--- config.mk ---
export PLATFORM = sky130hd
export DESIGN_NAME = load_store_unit
export DESIGN_NICKNAME = d
export VERILOG_FILES = /design/src/rtl/load_store_unit.sv
export SDC_FILE = /design/constraint.sdc
export NUM_CORES = 1
export LEC_CHECK = 0
export CAP_MARGIN = 40
export CELL_PAD_IN_SITES_DETAIL_PLACEMENT = 0
export CELL_PAD_IN_SITES_GLOBAL_PLACEMENT = 1
export CORE_MARGIN = 10
export CORE_UTILIZATION = 25
export CTS_BUF_LIST = sky130_fd_sc_hd__clkbuf_8
export DETAILED_ROUTE_END_ITERATION = 12
export GPL_TIMING_DRIVEN = 0
export PLACE_DENSITY_LB_ADDON = 0.15
export SLEW_MARGIN = 40
export SYNTH_ARGS = -nofsm -noshare
export SYNTH_HDL_FRONTEND = slang
export SYNTH_SLANG_ARGS = --single-unit
--- constraint.sdc ---
create_clock -name clock -period 2.43 [get_ports clock]
set_input_delay 0.486 -clock clock [delete_from_list [all_inputs] [get_ports clock]]
set_output_delay 0.486 -clock clock [all_outputs]
set_load 0.02 [all_outputs]
--- src/rtl/load_store_unit.sv ---
// Byte/halfword/word load-store adapter between the RV32I memory stage and a
// word-addressed zero-delay RAM; sub-word stores are done as read-modify-write.
module load_store_unit #(
    parameter int dataW       = 32,
    parameter int RAMAddrSize = 32
) (
    input  logic                   clock,
    input  logic                   reset,
    input  logic                   req,
    input  logic                   isStore,
    input  logic [2:0]             funct3,
    input  logic [RAMAddrSize-1:0] Addr,
    input  logic [dataW-1:0]       WData,
    output logic                   ready,
    output logic                   done,
    output logic                   fault,
    output logic [dataW-1:0]       LoadData,
    output logic [RAMAddrSize-1:0] RAMAddr,
    output logic [dataW-1:0]       DataIn,
    output logic                   RAMWriteControl,
    input  logic [dataW-1:0]       RAMOut
);

    typedef enum logic [1:0] {IDLE, ACCESS, WRITE, DONE} state_t;

    state_t                   state, state_nxt;
    logic                     req_fault;
    logic                     accept;
    logic                     fault_r;
    logic                     store_r;
    logic [2:0]               f3_r;
    logic [1:0]               off_r;
    logic [15:0]              wdata_r;
    logic [dataW-1:0]         load_data_r;
    logic [dataW-1:0]         data_in_r;
    logic [RAMAddrSize-1:0]   ram_addr_r;

    function automatic logic [dataW-1:0] load_extend(input logic [dataW-1:0] word,
                                                     input logic [2:0] f3,
                                                     input logic [1:0] off);
        logic signed [7:0]  b;
        logic signed [15:0] h;
        logic [dataW-1:0]   r;
        case (off)
            2'd0:    b = word[7:0];
            2'd1:    b = word[15:8];
            2'd2:    b = word[23:16];
            default: b = word[31:24];
        endcase
        h = off[1] ? word[31:16] : word[15:0];
        case (f3)
            3'b000:  r = {{(dataW-8){b[7]}}, b};
            3'b100:  r = {{(dataW-8){1'b0}}, b};
            3'b001:  r = {{(dataW-16){h[15]}}, h};
            3'b101:  r = {{(dataW-16){1'b0}}, h};
            default: r = word;
        endcase
        return r;
    endfunction

    function automatic logic [dataW-1:0] merge_store(input logic [dataW-1:0] word,
                                                     input logic [15:0] wd,
                                                     input logic [2:0] f3,
                                                     input logic [1:0] off);
        logic [dataW-1:0] r;
        r = word;
        if (f3 == 3'b000) begin
            case (off)
                2'd0:    r[7:0]   = wd[7:0];
                2'd1:    r[15:8]  = wd[7:0];
                2'd2:    r[23:16] = wd[7:0];
                default: r[31:24] = wd[7:0];
            endcase
        end else if (off[1]) begin
            r[31:16] = wd;
        end else begin
            r[15:0] = wd;
        end
        return r;
    endfunction

    // Request legality: funct3 decode plus natural alignment.
    always_comb begin
        req_fault = 1'b1;
        case (funct3)
            3'b000:  req_fault = 1'b0;
            3'b001:  req_fault = Addr[0];
            3'b010:  req_fault = |Addr[1:0];
            3'b100:  req_fault = isStore;
            3'b101:  req_fault = isStore | Addr[0];
            default: req_fault = 1'b1;
        endcase
    end

    assign accept = (state == IDLE) && req;

    always_ff @(posedge clock or negedge reset) begin
        if (!reset) state <= IDLE;
        else        state <= state_nxt;
    end

    always_comb begin
        state_nxt       = state;
        ready           = 1'b0;
        done            = 1'b0;
        fault           = 1'b0;
        RAMWriteControl = 1'b0;
        case (state)
            IDLE: begin
                ready = 1'b1;
                if (req) state_nxt = req_fault ? DONE : ACCESS;
            end
            ACCESS: begin
                RAMWriteControl = store_r && (f3_r == 3'b010);
                state_nxt       = (store_r && (f3_r != 3'b010)) ? WRITE : DONE;
            end
            WRITE: begin
                RAMWriteControl = 1'b1;
                state_nxt       = DONE;
            end
            default: begin
                done      = 1'b1;
                fault     = fault_r;
                state_nxt = IDLE;
            end
        endcase
    end

    // Request fields only matter after acceptance, so they carry no reset.
    always_ff @(posedge clock) begin
        if (accept) begin
            store_r <= isStore;
            f3_r    <= funct3;
            off_r   <= Addr[1:0];
            wdata_r <= WData[15:0];
        end
    end

    // data_in_r doubles as the merge register for sub-word stores.
    always_ff @(posedge clock or negedge reset) begin
        if (!reset) begin
            fault_r     <= 1'b0;
            load_data_r <= '0;
            data_in_r   <= '0;
            ram_addr_r  <= '0;
        end else begin
            if (accept) begin
                fault_r <= req_fault;
                if (!req_fault) begin
                    ram_addr_r <= {Addr[RAMAddrSize-1:2], 2'b00};
                    if (isStore && (funct3 == 3'b010)) data_in_r <= WData;
                end
            end
            if (state == ACCESS) begin
                if (!store_r)
                    load_data_r <= load_extend(RAMOut, f3_r, off_r);
                else if (f3_r != 3'b010)
                    data_in_r <= merge_store(RAMOut, wdata_r, f3_r, off_r);
            end
        end
    end

    assign LoadData = load_data_r;
    assign RAMAddr  = ram_addr_r;
    assign DataIn   = data_in_r;

endmodule

# --- Yosys cells after proc, flatten, opt, wreduce, memory -nomap -nowiden ---
# Cells that the tools add are included.
word_totals:
  reg_bits: 119
  inputBits: 103
  output_inout_bits: 100
  elab_cells: 64
classes:
  n_eq_ne: 14
  mux: 25
  n_bitwise: 3
  n_reduce_logical: 13
ops:
  columns: ["cell", "count"]
  rows:
  - ["2-to-1 mux 32 bit", 7]
  - ["one-hot mux 32 bit (4 select lines)", 1]
  - ["2-to-1 mux 16 bit", 3]
  - ["2-to-1 mux 8 bit", 4]
  - ["one-hot mux 8 bit (3 select lines)", 1]
  - ["== test 3 bit, second input constant", 4]
  - ["== test 3 x 1 -> 1 bit, second input constant", 2]
  - ["== test 3 x 2 -> 1 bit, second input constant", 2]
  - ["logical NOT 3 bit", 2]
  - ["one-hot mux 2 bit (3 select lines)", 1]
  - ["OR reduction 3 bit", 2]
  - ["one-hot mux 1 bit (5 select lines)", 1]
  - ["== test 2 x 1 -> 1 bit, second input constant", 2]
  - ["== test 2 bit, second input constant", 2]
  - ["logical AND 1 bit", 4]
  - ["logical NOT 2 bit", 2]
  - ["2-to-1 mux 1 bit", 4]
  - ["2-to-1 mux 2 bit", 2]
  - ["AND reduction 2 bit", 2]
  - ["inequality test 3 x 2 -> 1 bit, second input constant", 1]
  - ["inequality test 2 bit, second input constant", 1]
  - ["NOT 1 bit", 2]
  - ["one-hot mux 1 bit (2 select lines)", 1]
  - ["OR reduction 2 bit", 1]
  - ["bitwise OR 1 bit", 1]

# --- Depth between registers and ports, before layout ---
logic_depth:
  word_depth: 8
  depth_mapped: 8
  depth_no_buf: 6

# --- Worst setup path after synthesis ---
# No wires, ideal clock.
synth_timing:
  kind: "register to register"
  from: "register state[0]"
  to: "register ram_addr_r[31] (netlist: RAMAddr[31])"
  setup_ns: 0.128
  arrival_time_ns: 2.306
  required_ns: 2.302
  setup_slack_ns: -0.004
  stages_incl_launch_ff: 7
  n_path_buf: 1
  period_less_slack_ns: 2.434
  path_cell_list: "dfrtp_1 inv_1 ha_1 and2_1 o21ai_1 buf_1 mux2_1"
synth_between:
  elab_chain_cells: 3
synth_lines:
  columns: ["element", "line_no", "source"]
  rows:
  - ["start: declaration", "26", "state_t state, state_nxt;"]
  - ["start signal: assignment", "99", "else state <= state_nxt;"]
  - ["logical NOT 2 bit", "95", "assign accept = (state == IDLE) && req;"]
  - ["logical AND 1 bit", "95", null]
  - ["via accept", "28", "logic accept;"]
  - ["AND reduction 2 bit (no source line)", null, null]
  - ["end signal: assignment", "150", "ram_addr_r <= {Addr[RAMAddrSize-1:2], 2'b00};"]
  - ["end: declaration", "36", "logic [RAMAddrSize-1:0] ram_addr_r;"]
# The timed path passes the listed nets, and every way through them passes these cells.
# A chain may end at the register's enable or synchronous reset.

# --- Worst setup path after layout ---
layout_timing:
  from: "register state[0]"
  to: "output port done"
layout_between:
  elab_chain_cells: 3
  word_cells_on_any_way: 5
  cone_classes: "eq/ne: 2; mux: 1; reduce/logical: 2"
layout_lines:
  columns: ["element", "line_no", "source"]
  rows:
  - ["== test 2 x 1 -> 1 bit (tied with other cells)", "108", "case (state)"]
  - ["OR reduction 3 bit (no source line) *", null, null]
  - ["2-to-1 mux 1 bit *", "108", null]
  - ["end: declaration", "15", "output logic done,"]
# Every way passes the cells marked *; elsewhere a longest branch is shown, timed or not.

==> impl_metrics.ini <==
[worst_setup_path]
start_kind = register
path_class = reg -> out
rr_worst_depth = 7
critPathMaxStageDelay_ns = 0.67
crit_family = buffers and inverters
critPathSlowestCell = clkdlybuf4s50_1
r2r-start = state[1]
cp_cell_sequence = ha_1, clkdlybuf4s50_1
crit_cells = 2
worst-endpoint-arrival_ns = 1.78
r2r_slack_ns = 0.18
end_kind = output pin
path_buf_inv = 1
r2r_end = DataIn[14]
required_ns = 1.94
critPathMaxFanout = 5

[logic_synthesis]
synth_seq_cells = 119
avgSynthCellArea_um2 = 11.8
synth_commonest_cells = dfrtp_1 (97), nand3_1 (32), mux2_2 (29), nand2_1 (28), o21ai_0 (27)
synth-warning-count = 0
ys.flop_type = dfrtp_1
synth-edff-count = 22
syn_inst = 486
synth.area.top_cells = dfrtp_1 (42%), edfxtp_1 (12%), mux2_2 (5.7%)
ys_seq_area_share_pct = 53.8
ys_types = 51
async_reset_ff_share_pct = 81.5
netlist.area_leader.share_pct = 42.3
yosysMostFrequentCell = dfrtp_1
yosysTopAreaCell = dfrtp_1
synthesis.area_um2 = 5740

[power_and_ir_drop]
internal_power_uw = 6370
pwr-share-seq_pct = 33.4
switching_share_pct = 38.9
leakage_uw = 0.00332
p_sw_uw = 4060
peakVddDrop_mv = 0.478
power_frac_clock_pct = 17.5
cellPowerDensity_nw_per_um2 = 1220
pwr-share-comb_pct = 49.1

[detailed_routing]
ant_nets = 0
first_pass_iters = 6
viasPerCell = 4.91
drt_iter0_markers = 269
vias = 4955
post_drt_wl_per_cell_um = 21.9
routed_wl_mm = 22.1
drcViolationCount = 0

[clocking]
clock_latency_ns = 0.45
clockRootBuffer = clkbuf_8
cts_buffer_depth = 2
htreeDepth = 4
cts_tree = built
cts.sinks = 119
clk_pin_slew_ns = 0.07
tritoncts.num_buffers = 17

[placement]
gp_congestion = 0.812
pre_cts_ws_ns = -0.356
portBuffers = 200
dp_hpwl_mm = 17.4

[final_layout]
layout-drive-gt1-share_pct = 17.0
area_delta_synth_final_pct = 49.4
utilization_pct = 37.9
fin_nets = 816

[global_route]
grt_pass1_vias = 5361
overflow = 0
grt_usage_pct = 14.9
grt_start_max_net_pins = 52
grt_pass1_wl_mm = 33.3
antenna_found_initial = 3

[die]
fp.dieW_um = 172
initial_core_util_pct = 25.4
fp.dieH_um = 172
rows = 55
core_um2 = 22600
io_pins = 203
die-area_um2 = 29400

[sta]
setup_slack_ns = 0.169
period_minus_slack_ns = 2.26
fmax_ghz = 0.442
slew_violations = 0
hold_viol = 0
setup_violations = 0
relSlewSlack_pct = 59.8
rsz0062_at_grt = false
timing.final.crit_share_pct = 93.1
worst_pin_slew_ns = 0.602
fin_skew_ns = 0.0233

[min_path]
timing.hold.worst_path_depth = 1
worstHoldStart = RAMAddr[30]
hp-class = reg -> reg
holdPathEnd = RAMAddr[30]

[job]
cap_violations = 0

[run_status]
status = finished clean
[layout by cell type, fill, tap and decap left out, types with 3 or more instances in the layout]
| cell type | netlist | routed |
|---|---|---|
| o221a_2 | 25 | 25 |
| buf_4 | 4 | 5 |
| o21ai_0 | 27 | 27 |
| nand3_1 | 32 | 32 |
| nor3_4 | 2 | 3 |
| clkinv_4 | 0 | 5 |
| clkdlybuf4s50_1 | 0 | 196 |
| clkbuf_2 | 0 | 6 |
| mux2_2 | 29 | 29 |
| a22oi_1 | 8 | 8 |
| a2bb2oi_1 | 15 | 15 |
| o21ai_1 | 22 | 22 |
| nand2_1 | 28 | 28 |
| nor2b_1 | 4 | 4 |
| o211ai_1 | 17 | 17 |
| o221a_1 | 7 | 7 |
| edfxtp_1 | 22 | 22 |
| nand2b_1 | 17 | 16 |
| inv_1 | 3 | 4 |
| clkbuf_1 | 25 | 19 |
| clkbuf_8 | 0 | 17 |
| mux2_1 | 10 | 10 |
| dfrtp_1 | 97 | 97 |
| ha_1 | 4 | 3 |
| mux2i_1 | 15 | 15 |
| nor2_1 | 3 | 3 |
| clkinvlp_4 | 0 | 3 |
| buf_2 | 7 | 8 |
| a21oi_1 | 23 | 23 |
| a2bb2o_1 | 6 | 6 |
[how the worst max path moves through the flow]
stage               slack [ns]               to     start
finish                    0.17             done  state[0]
global route              0.01       DataIn[21]  state[1]
CTS                       0.02  RAMWriteControl  state[1]
detailed placement       -0.36       RAMAddr[5]       req
global placement         -2.89      RAMAddr[19]     reset
floorplan                 0.27      RAMAddr[31]  state[0]
[per-layer routing]
metal | up-vias | global-route usage [%] | share of wire [%]
li1 | 2306 | - | -
met1 | 2442 | 18.5 | 44
met2 | 181 | 22.5 | 44
met3 | 24 | 7.22 | 10
met4 | 2 | 4.08 | 1.6
met5 | - | 0 | 0.059
[through the flow]
step	TNS (ns)	cell area [µm²]	power, µW	hold slack (ns)	instances
2_1_floorplan	0	5750	6130	0.190	487
3_3_place_gp	-295.41	8110	8620	0.474	972
6_report	0	8580	10400	0.493	1009
3_5_place_dp	-19.08	8140	8680	0.429	973
4_1_cts	0	8560	10600	0.499	1007
5_1_grt	0	8570	11100	0.515	1007
[repair_timing]
action	4_1_cts	5_1_grt
buffers inserted	1	0
resized for setup	5	18
pin swaps	1	0
cloned	0	0
setup endpoints to repair	30	43
hold endpoints to repair	50	0
hold buffers	1	0
[sequential cells by signal (all words and copies together) (netlist names)]
name      cells
DataIn       32
RAMAddr      30
state         2
LoadData     32
wdata_r      16
f3_r          3
fault_r       1
store_r       1
off_r         2
[final cells by class]
cell class	instances	area (µm²)
well taps	285	357
repair buffers	203	2050
inverters	4	15.0
flip-flops and latches	119	3090
plain buffers	39	185
fillers	2257	14100
clock buffers	17	234
clock inverters	15	158
multi-input cells	325	2480
diodes	2	5.00
[power groups by stage]
stage	registers (µW)	logic [µW]	clock network (µW)
finish	3480	5120	1830
global route	3600	5510	1990
CTS	3500	5200	1880
detailed placement	3520	5160	0
global placement	3490	5120	0
floorplan	4370	1760	0
[kinds of logic (layout without fill, tap and decap cells)]
kind of cell / after synthesis / count (layout) / share of synthesized area [%]
AO/OA/AOI/OAI: 159 / 159 / 20.6
adder cells (fa/ha/maj): 4 / 4 / 0.872
buffers and inverters: 43 / 278 / 3.36
flip-flops: 119 / 119 / 53.8
multiplexers: 55 / 55 / 10.7
other: 1 / 4 / 0.0653
AND/OR/NAND/NOR: 105 / 105 / 10.7
Power figures use the tool's default switching activity.
==> variant 1, RTL diff (same flow settings) <==
Change the parameter `RAMAddrSize` from 32 to 128.
--- a/src/rtl/load_store_unit.sv
+++ b/src/rtl/load_store_unit.sv
@@ -3,5 +3,5 @@
 module load_store_unit #(
     parameter int dataW       = 32,
-    parameter int RAMAddrSize = 32
+    parameter int RAMAddrSize = 128
 ) (
     input  logic                   clock,
Interface: changed (resized Addr and RAMAddr); port bits go from 203 to 395. No check against the original RTL was run, so the function may have changed too.
==> variant 1 against the unedited design <==
- global-route usage grew 1.8 points
- highest routed layer unchanged
- routed wire length grew 79%
- cell area up 74%
- setup slack got worse by 0.058 ns
- sequential cell count up 96
- cell count grew 67%
- synthesized area rose by 65%
- core utilization increased by 1.9 points
- power is 83% higher
==> variant 1: results (changes against the unedited design) <==
stage	metric	value	unit	change
route	DR WL met2	18400	um	+88%
cells_and_area	non-filler instance count after layout	1689		+67%
run_status	status	finished clean		
clocking	CTS buffer count	41		+24
synthesis	sequential fraction of the synthesis area	58.1	%	+4.3 points
worst_setup_path	reg2reg setup slack	0.21	ns	+0.03 ns
worst_setup_path	worst r2r src	f3_r[2]$_DFFE_PP_		
route	met3 WL	4680	um	+110%
global_route	vias in the first global route	8222		+53%
placement	PortBufs	392		+96%
cells_and_area	fillcell total	3744		+66%
global_route	M2 GR Usage	26.9	%	+4.3 points
route	Vias	7543		+52%
route	WL final	39600	um	+79%
synthesis	Post-synth top cells	193 x dfrtp_1, 86 x mux2_1, 56 x a21oi_1		
clocking	clock latency on the worst-skew pair	0.59	ns	+0.14 ns
global_route	largest net degree at the start of global routing	59		+13%
placement	Inst Count DP	1613		+66%
synthesis	ys async rst share	89.8	%	+8.3 points
clocking	H-tree Lvls	2		-2
synthesis	Mapped Cells	706		+45%
route	DR iter-0 viols	385		+43%
synthesis	Compound-Gate Fraction of Synth Area	10.5	%	-10 points
synthesis	synth top area cells	dfrtp_1 51%, mux2_1 10%, edfxtp_1 7.0%		
route	Routed met1 length	15500	um	+60%
worst_setup_path	critical path arrival	1.83	ns	+0.05 ns
placement	Routability Congestion	0.763		-6.1%
pwr	leak pwr	6.20	nW	+87%
pwr	sw frac	38.5	%	-0.41 points
worst_setup_path	max incr delay on CP	0.40	ns	-0.27 ns
global_route	M3 GR Usage	8.86	%	+1.6 points
route	Pre-Repair DR Iteration Count	5		-1
variant 1: cell types whose count changed after synthesis, sizes merged, moves of 10 or more:
| cell | delta |
|---|---|
| dfrtp | +96 |
| mux2 | +94 |
| mux2i | +36 |
| a21oi | +33 |
| o221a | -32 |
| nand3 | -29 |
| a2bb2oi | -14 |
| buf | +11 |
| inv | +11 |
| a211oi | +10 |
| nor2 | +10 |
| o22a | +10 |
variant 1: area by class of cell:
cell class | count | area, um^2 | share of cell area, %
flip-flops and latches | 215 | 5490 | 36.8
multi-input cells | 429 | 3660 | 24.5
plain buffers | 47 | 263 | 1.76
clock buffers | 48 | 661 | 4.43
repair buffers | 399 | 4040 | 27.0
well taps | 511 | 639 | 4.28
clock inverters | 24 | 105 | 0.704
diodes | 1 | 2.50 | 0.0168
inverters | 15 | 63.8 | 0.428
variant 1: metrics by stage:
stage	setup WS, ns	utilization (%)
3_3_place_gp	-8.50	37.4
6_report	0.110	39.8
5_1_grt	-0.0552	39.8
2_1_floorplan	0.186	-
4_1_cts	-0.0302	39.7
3_5_place_dp	-0.542	37.6
variant 1: worst max-delay path by stage:
stage	start	endpoint	slack, ns
5_1_grt	state[1]$_DFFE_PN0P_	RAMWriteControl	-0.06
3_5_place_dp	req	RAMAddr[124]$_DFFE_PN0P_	-0.54
3_3_place_gp	reset	RAMAddr[113]$_DFFE_PN0P_	-8.50
2_1_floorplan	state[0]$_DFFE_PN0P_	RAMAddr[100]$_DFFE_PN0P_	0.19
6_report	state[1]$_DFFE_PN0P_	RAMWriteControl	0.11
4_1_cts	f3_r[1]$_DFFE_PP_	RAMWriteControl	-0.03
variant 1: timing repair:
action	4_1_cts	5_1_grt
hold buffers	1	0
endpoints found under the setup margin	139	25
buffers inserted	2	1
resized for setup	17	6
endpoints found under the hold margin	43	0
==> variant 2, RTL diff (config.mk and constraints unchanged) <==
Without the edit above. Re-encode `state_t` (4 states) as Gray code, 2 bits wide.
--- a/src/rtl/load_store_unit.sv
+++ b/src/rtl/load_store_unit.sv
@@ -22,5 +22,5 @@
 );
 
-    typedef enum logic [1:0] {IDLE, ACCESS, WRITE, DONE} state_t;
+    typedef enum logic [1:0] {IDLE = 2'b00, ACCESS = 2'b01, WRITE = 2'b11, DONE = 2'b10} state_t;
 
     state_t                   state, state_nxt;
Behaviour: no difference found for any inputs over 4 cycles, from zero or initial values and one cycle with reset low; so few cycles prove little.
==> variant 2 against the unedited design <==
- power down 11%
- setup slack got worse by 0.043 ns
- cell area fell by 1.6%
- sequential cell count did not move
- routed wire length is 4.5% lower
- register-to-register slack better by 0.04 ns
- synthesized area fell by 3.2%
==> variant 2: results (changes against the unedited design) <==
stage	metric	value	unit	change
placement	Routability Congestion	0.854		+5.1%
route	DR iter-0 viols	267		-0.74%
synthesis	adder-cell share of the synthesized area	0	%	-0.87 points
worst_setup_path	critical path arrival	1.82	ns	+0.04 ns
synthesis	mux cell area share after synthesis	16.2	%	+5.6 points
route	Avg Vias per Cell	4.72		-3.9%
sta	relative slew slack	59.7	%	-0.12 points
pwr	leak pwr	3.37	nW	+1.4%
global_route	gr usage total	14.5	%	-0.42 points
global_route	remaining global-route overflow	0		unchanged
synthesis	synth top area cells	dfrtp_1 44%, edfxtp_1 12%, mux2i_1 7.9%		
clocking	CTS buffer count	17		unchanged
synthesis	number of unique standard cell types used by synthesis	41		-20%
synthesis	Synth Area in XOR/XNOR	0	%	unchanged
route	Detail Route Antenna Nets	0		unchanged
clocking	H-tree Lvls	4		unchanged
global_route	largest net degree at the start of global routing	57		+9.6%
cells_and_area	Final Net Count	809		-0.86%
synthesis	number of synthesized flops with an enable pin	22		unchanged
synthesis	Post-synth top cells	97 x dfrtp_1, 60 x nand2_1, 44 x mux2i_1		
clocking	clock latency on the worst-skew pair	0.45	ns	about the same
worst_hold_path	Hold Path Class	reg2reg		
global_route	first-pass GRT wire length	31900	um	-4.2%
pwr	Switch Pwr	3.35	mW	-17%
clocking	CTS clock-pin slew for the worst setup and hold paths	0.07	ns	about the same
cells_and_area	layout cell share with drive strength beyond 1	15.7	%	-1.3 points
synthesis	Syn. warnings	0		unchanged
worst_setup_path	CP max-delay cell	edfxtp_1		
worst_setup_path	max incr delay on CP	0.47	ns	-0.20 ns
sta	Layout Skew	0.00995	ns	-0.0133 ns
synthesis	sequential fraction of the synthesis area	55.5	%	+1.8 points
synthesis	Compound-Gate Fraction of Synth Area	13.8	%	-6.8 points
synthesis	Synth Flop Type	dfrtp_1		
run_status	status	finished clean		
global_route	antenna violations before repair	2		-1
clocking	CTS root buf	clkbuf_8		
pwr	maximum VDD drop	571	uV	+19%
synthesis	ys async rst share	81.5	%	unchanged
worst_setup_path	CP delay by family, top	buffers and inverters		
clocking	CTS max path bufs	2		unchanged
global_route	vias in the first global route	5120		-4.5%
route	wire per inst	21.1	um	-3.7%
placement	DP Wirelength	16800	um	-3.9%
route	Pre-Repair DR Iteration Count	5		-1
placement	PortBufs	200		unchanged
worst_setup_path	Max Fanout on Critical Path	10		+5
-- variant 2: cell types whose count changed after synthesis, sizes merged, moves of 20 or more --
cell,unedited run,this run
nand2,28,60
o21ai,49,28
mux2i,15,44
nand3,32,0
o221a,32,0
a21oi,23,43
-- variant 2: cell type report --
class / count / area (um^2)
sequential: 119 / 3090
fill: 2155 / 13400
clock inverter: 12 / 149
tap: 280 / 350
buffer: 37 / 196
timing repair buffer: 205 / 2070
inverter: 2 / 7.51
clock buffer: 20 / 275
multi-input combinational: 324 / 2300
antenna: 1 / 2.50
-- variant 2: worst min-delay path, delay by kind of cell (launching register included) --
family	cells	cell delay, ns
and+or+nand+nor	1	0.05
AOI/OAI and AO/OA	1	0.06
DFF	1	0.35
-- variant 2: cells by family after synthesis --
family                 count (synthesis)
other                                  1
flip-flops                           119
buffers and inverters                 40
multiplexers                          84
AND/OR/NAND/NOR                      121
AO/OA/AOI/OAI                        117
-- variant 2: timing repair --
item	4_1_cts	5_1_grt
resized for setup	7	3
hold endpoints to repair	41	0
hold buffers	1	0
buffers inserted	0	1
endpoints found under the setup margin	3	2
-- variant 2: final timing paths --
kind	from	to	slack (ns)	cells after the start
worst max-delay path	f3_r[1]$_DFFE_PP_	RAMWriteControl	0.13	5
worst min-delay path	LoadData[5]$_DFFE_PN0P_	LoadData[5]$_DFFE_PN0P_	0.49	2
worst max register to register	f3_r[1]$_DFFE_PP_	DataIn[16]$_DFF_PN0_	0.22	6
worst min register to register	LoadData[5]$_DFFE_PN0P_	LoadData[5]$_DFFE_PN0P_	0.49	2
max in group asynchronous	reset	RAMAddr[22]$_DFFE_PN0P_	1.30	3
min in group asynchronous	reset	LoadData[1]$_DFFE_PN0P_	0.53	2
-- variant 2: power by group through the flow --
stage	Combinational, mW	Sequential, mW	Clock [mW]
final	4.03	3.30	1.94
after global routing	4.35	3.41	2.11
after CTS	4.10	3.31	2.01
after detailed placement	4.09	3.33	0
after global placement	4.06	3.31	0
after floorplan	1.01	4.16	0
-- variant 2: stage by stage --
step,instances,setup WS [ns],util [%],area [um^2]
floorplan,483,0.175,-,5570
global placement,963,-3.15,36.3,7920
detailed placement,966,-0.0730,36.5,7970
CTS,998,0.00301,38.6,8410
global route,999,0.0263,38.7,8440
finish,1000,0.126,38.7,8440
-- variant 2: metal layers --
| layer | vias up | global-route usage (%) | routed length (um) |
|---|---|---|---|
| met1 | 2304 | 17.3 | 8760 |
| met3 | 16 | 7.99 | 2480 |
| met5 | - | 0 | 13 |
| met4 | 2 | 3.30 | 188 |
| li1 | 2198 | - | - |
| met2 | 200 | 22.4 | 9660 |
